## config.mk

```make
export PLATFORM = sky130hd
export DESIGN_NAME = mem_arbiter
export DESIGN_NICKNAME = d
export VERILOG_FILES = /design/src/rtl/mem_arbiter.sv
export SDC_FILE = /design/constraint.sdc
export NUM_CORES = 1
export LEC_CHECK = 0
export BUFFER_PORTS_ARGS = -buffer_cell sky130_fd_sc_hd__buf_2
export CAP_MARGIN = 20
export CORE_MARGIN = 8
export CORE_UTILIZATION = 40
export DETAILED_ROUTE_END_ITERATION = 12
export PLACE_DENSITY_LB_ADDON = 0.08
export SLEW_MARGIN = 20
export SYNTH_ARGS = -nofsm -noshare
export SYNTH_HDL_FRONTEND = slang
export SYNTH_SLANG_ARGS = --single-unit
```

## constraint.sdc

```tcl
create_clock -name clk -period 2.3 [get_ports clk]
set_clock_uncertainty 0.2 [all_clocks]
set_input_delay 0.345 -clock clk [delete_from_list [all_inputs] [get_ports clk]]
set_output_delay 0.345 -clock clk [all_outputs]
set_load 0.03 [all_outputs]
```

## src/rtl/mem_arbiter.sv

```systemverilog
// Shares one single-port unified SRAM between instruction fetch and the MEM-stage data port.
// Fixed-latency access, DM-first priority with an anti-starvation limit for pending fetches.
module mem_arbiter #(
  parameter int unsigned LATENCY       = 1,
  parameter logic [11:0] IM_BASE       = 12'hC00,
  parameter int unsigned MAX_DM_STREAK = 4
) (
  input  logic        clk,
  input  logic        rst,
  input  logic        im_req,
  input  logic [9:0]  im_address,
  output logic [31:0] im_rdata,
  output logic        im_done,
  input  logic        dm_read,
  input  logic        dm_write,
  input  logic [11:0] dm_address,
  input  logic [31:0] dm_in,
  output logic [31:0] dm_rdata,
  output logic        dm_done,
  output logic        stall,
  output logic        mem_enable,
  output logic        mem_read,
  output logic        mem_write,
  output logic [11:0] mem_address,
  output logic [31:0] mem_in,
  input  logic [31:0] mem_out
);

  localparam logic [2:0] LatCount  = 3'(LATENCY);
  localparam logic [3:0] StreakMax = 4'(MAX_DM_STREAK);

  typedef enum logic [1:0] {
    IDLE  = 2'd0,
    ISSUE = 2'd1,
    WAIT  = 2'd2,
    DONE  = 2'd3
  } state_e;

  state_e      state_q, state_d;
  logic        grantDm_q, grantDm_d;
  logic        isWrite_q, isWrite_d;
  logic [2:0]  count_q, count_d;
  logic [3:0]  streak_q, streak_d;
  logic [31:0] imRdata_q, imRdata_d;
  logic [31:0] dmRdata_q, dmRdata_d;
  logic        memEnable_q, memEnable_d;
  logic        memRead_q, memRead_d;
  logic        memWrite_q, memWrite_d;
  logic [11:0] memAddress_q, memAddress_d;
  logic [31:0] memIn_q, memIn_d;
  logic        imDone_q, imDone_d;
  logic        dmDone_q, dmDone_d;

  logic        dmReq;
  logic        anyReq;
  logic        grantIm;
  logic        nextWrite;
  logic [11:0] imAddr;

  // Fetch only beats a pending data request once DM has used up its streak allowance.
  assign dmReq     = dm_read | dm_write;
  assign anyReq    = im_req | dmReq;
  assign grantIm   = im_req & (~dmReq | (streak_q == StreakMax));
  assign nextWrite = ~grantIm & dm_write;
  assign imAddr    = IM_BASE + {2'b00, im_address};

  assign stall = (im_req & ~imDone_q) | (dmReq & ~dmDone_q);

  assign im_rdata    = imRdata_q;
  assign dm_rdata    = dmRdata_q;
  assign im_done     = imDone_q;
  assign dm_done     = dmDone_q;
  assign mem_enable  = memEnable_q;
  assign mem_read    = memRead_q;
  assign mem_write   = memWrite_q;
  assign mem_address = memAddress_q;
  assign mem_in      = memIn_q;

  always_comb begin
    state_d      = state_q;
    grantDm_d    = grantDm_q;
    isWrite_d    = isWrite_q;
    count_d      = count_q;
    streak_d     = streak_q;
    imRdata_d    = imRdata_q;
    dmRdata_d    = dmRdata_q;
    memEnable_d  = 1'b0;
    memRead_d    = 1'b0;
    memWrite_d   = 1'b0;
    memAddress_d = 12'h000;
    memIn_d      = 32'h0000_0000;
    imDone_d     = 1'b0;
    dmDone_d     = 1'b0;

    case (state_q)
      IDLE: begin
        if (!im_req) begin
          streak_d = 4'd0;
        end
        if (anyReq) begin
          // The memory command is registered here so it appears for exactly the ISSUE cycle.
          grantDm_d    = ~grantIm;
          isWrite_d    = nextWrite;
          memEnable_d  = 1'b1;
          memRead_d    = ~nextWrite;
          memWrite_d   = nextWrite;
          memAddress_d = grantIm ? imAddr : dm_address;
          memIn_d      = nextWrite ? dm_in : 32'h0000_0000;
          if (grantIm) begin
            streak_d = 4'd0;
          end else if (im_req && (streak_q < StreakMax)) begin
            streak_d = streak_q + 4'd1;
          end
          state_d = ISSUE;
        end
      end

      ISSUE: begin
        count_d = 3'd1;
        state_d = WAIT;
      end

      WAIT: begin
        if (count_q == LatCount) begin
          if (!isWrite_q) begin
            if (grantDm_q) begin
              dmRdata_d = mem_out;
            end else begin
              imRdata_d = mem_out;
            end
          end
          dmDone_d = grantDm_q;
          imDone_d = ~grantDm_q;
          state_d  = DONE;
        end else begin
          count_d = count_q + 3'd1;
        end
      end

      DONE: begin
        state_d = IDLE;
      end

      default: begin
        state_d = IDLE;
      end
    endcase
  end

  always_ff @(posedge clk) begin
    if (rst) begin
      state_q      <= IDLE;
      grantDm_q    <= 1'b0;
      isWrite_q    <= 1'b0;
      count_q      <= 3'd0;
      streak_q     <= 4'd0;
      imRdata_q    <= 32'h0000_0000;
      dmRdata_q    <= 32'h0000_0000;
      memEnable_q  <= 1'b0;
      memRead_q    <= 1'b0;
      memWrite_q   <= 1'b0;
      memAddress_q <= 12'h000;
      memIn_q      <= 32'h0000_0000;
      imDone_q     <= 1'b0;
      dmDone_q     <= 1'b0;
    end else begin
      state_q      <= state_d;
      grantDm_q    <= grantDm_d;
      isWrite_q    <= isWrite_d;
      count_q      <= count_d;
      streak_q     <= streak_d;
      imRdata_q    <= imRdata_d;
      dmRdata_q    <= dmRdata_d;
      memEnable_q  <= memEnable_d;
      memRead_q    <= memRead_d;
      memWrite_q   <= memWrite_d;
      memAddress_q <= memAddress_d;
      memIn_q      <= memIn_d;
      imDone_q     <= imDone_d;
      dmDone_q     <= dmDone_d;
    end
  end

endmodule

```

==> run_results.csv <==
group,metric,value,unit
sta,tightest_slew,0.7314,ns
logic_synthesis,yosys_register_bits,124,
global_routing,grt_pass1_wl,23280,µm
final_layout,diodes,0,
global_routing,antenna_found_initial,0,
sta,period_minus_slack,1.991,ns
clock_tree,clock_sinks,124,
critical_path,critPathMaxFanout,34,
pwr,power_density,944.9,mW/mm²
sta,setup_viol,0,
clock_tree,htree_levels,4,
logic_synthesis,synth_edf_count,0,
hold_path,hold_class,"input pin to flop",
detailed_routing,vias,4355,
placement,place_area,0.005426,mm²
sta,fmax,0.5023,GHz
placement,gp_congestion,0.7562,
final_layout,drive_gt1_frac,0.3240,
critical_path,critPathArrivalTime,2.25,ns
outcome,status,"finished, final reports clean",
global_routing,gr-total-overflow,0,
floorplan,dieArea,0.01426,mm²
job,cap_violations,0,
sta,hold_viol,0,
logic_synthesis,synth_top_area_frac,0.5803,
clock_tree,path_clk_slew,0.06,ns
logic_synthesis,syn_area,0.004278,mm²
floorplan,dieWidth,119.4,µm
final_layout,final_area,0.006919,mm²
logic_synthesis,yosys.area.top_type,"dfxtp_1",
logic_synthesis,yosys-top-cells-area,"dfxtp_1 58%, nand2_1 13%, a21oi_1 9.0%",
sta,worst_slack,0.3092,ns
critical_path,crit_required,2.56,ns
critical_path,worstSetupPathType,"flop to flop",
final_layout,fill_cells,889,
detailed_routing,wl_per_cell,15.47,µm
detailed_routing,drt_iter0_markers,308,
placement,port_buffers,204,
final_layout,final_common_cell,"buf_2",
floorplan,fp.dieH,119.4,µm
final_layout,nets,870,
final_layout,regArea,0.002482,mm²
floorplan,core_area,0.01037,mm²
sta,fin_crit_sh,0.8656,
sta,slew_headroom,0.5124,
sta,rsz0062_at_grt,"no",
critical_path,critPathLaunchType,"flop",
global_routing,grt_max_degree,73,
logic_synthesis,ys_async_sr_fraction,0,
logic_synthesis,synth_cells,483,
clock_tree,post_cts_resized,0,
final_layout,synthToLayoutAreaGrowth,61.74,%
sta,slew_viol_final,0,
critical_path,cp-end-kind,"flop",
global_routing,grt_pass1_vias,4660,
clock_tree,cts_buffers,17,
placement,pre_cts_ws,0.3295,ns
placement,dpl.hpwl,9110,µm
sta,tns,0,ns
detailed_routing,first_pass_iters,4,
logic_synthesis,seq_area_frac_synth,0.5803,
clock_tree,cts_tree,"done",
logic_synthesis,synthesis.nets,582,
clock_tree,postCtsSetupRepairBufs,0,
clock_tree,clock_path_buffers,2,
logic_synthesis,synth_cell_type_count,37,
detailed_routing,ant_nets,0,
pwr,vdd_ir_drop_max,0.6643,mV
floorplan,initial_core_util,0.4125,
final_layout,layout_common_cells,"204 x buf_2, 150 x nand2_1, 124 x dfxtp_1, 86 x dlygate4sd3_1, 77 x a21oi_1",
floorplan,rows,37,
detailed_routing,drcViolationCount,0,
detailed_routing,routed_wl,14240,µm
pwr,p_leak,3.304,nW
final_layout,multi_input_area,0.001608,mm²
logic_synthesis,ys_warn_count,0,
logic_synthesis,synthFlopType,"dfxtp_1",
clock_tree,hold_buffers,86,
logic_synthesis,synth.avg_cell_area,8.857,µm²
clock_tree,clock_latency,0.51,ns
floorplan,pin_count,205,
clock_tree,cts_root_buffer,"clkbuf_8",
global_routing,grt_usage,0.2021,
detailed_routing,vias_per_cell,4.734,
final cells by class:
type / instances / share of cell area
Sequential cell: 124 / 0.3588
Clock buffer: 19 / 0.06383
Clock inverter: 13 / 0.02749
Tap cell: 136 / 0.02459
Inverter: 10 / 0.005425
Multi-Input combinational cell: 317 / 0.2324
Timing Repair Buffer: 301 / 0.2875
cell families (layout without fill, tap and decap cells):
group                      Yosys count  in the layout  synth area share
DFF                                124            124            0.5803
and+or+nand+nor                    213            213            0.2243
adders and majority gates            8              8           0.02340
muxes                                3              3          0.007020
buffers and inverters               42            343           0.04679
AOI/OAI and AO/OA                   93             93            0.1182
sequential cells by signal, indices dropped and copies added, names as in the netlist:
signal	count
dm_done	1
grantDm_q	1
isWrite_q	1
dm_rdata	32
im_rdata	32
mem_write	1
mem_address	12
mem_read	1
mem_enable	1
im_done	1
state_q	2
streak_q	4
count_q	3
mem_in	32
critical path, stage by stage (launching register included):
cell and delay [ns]:
dfxtp_1 0.33, inv_1 0.10, ha_1 0.29, o31ai_2 0.14, nand2b_2 0.21, inv_2 0.34
and2_1 0.23, a31o_1 0.10
per-layer routing:
metal | up-vias | wire length, µm | global-route usage | part of all wire
li1 | 2168 | - | - | -
met1 | 1969 | 5677 | 0.2151 | 0.40
met2 | 193 | 6678 | 0.3312 | 0.47
met3 | 25 | 1566 | 0.1001 | 0.11
met4 | 0 | 312 | 0.09368 | 0.022
met5 | - | 0 | 0 | 0
final timing paths:
path | startpoint | end | slack, ns | depth (start not counted)
hold reg to reg | dm_rdata[25] | dm_rdata[25] | 0.25 | 2
hold / removal | rst | streak_q[3] | 0.03 | 4
setup reg to reg | state_q[0] | isWrite_q | 0.31 | 7
setup / recovery | state_q[0] | isWrite_q | 0.31 | 7
through the flow:
step	hold slack (ns)	util	power (mW)	instances
final	0.02870	0.6672	6.538	920
after global routing	0.02648	0.6672	6.844	920
after CTS	0.01049	0.6672	6.593	920
after detailed placement	0.2434	0.5233	3.661	802
after global placement	0.2381	0.5233	3.636	802
after floorplan	0.2523	-	3.254	483
power by group:
part	switching, mW	internal, mW
clock network	0.975	1.82
registers	0.103	2.35
logic	0.806	0.481
synth_stat cells, types with 2 or more instances:
cell type and number:
nor2_1 14, o21a_1 2, dfxtp_1 124, ha_1 8, mux2i_1 3, a21oi_1 77
o21ai_0 4, buf_2 13, inv_1 9, nand2_1 150, o22ai_1 2, buf_6 3
and3_1 32, nor4b_1 2, clkbuf_1 15, nor3_1 3, and2_1 2
Note: power is estimated with default switching activity, not from simulation.
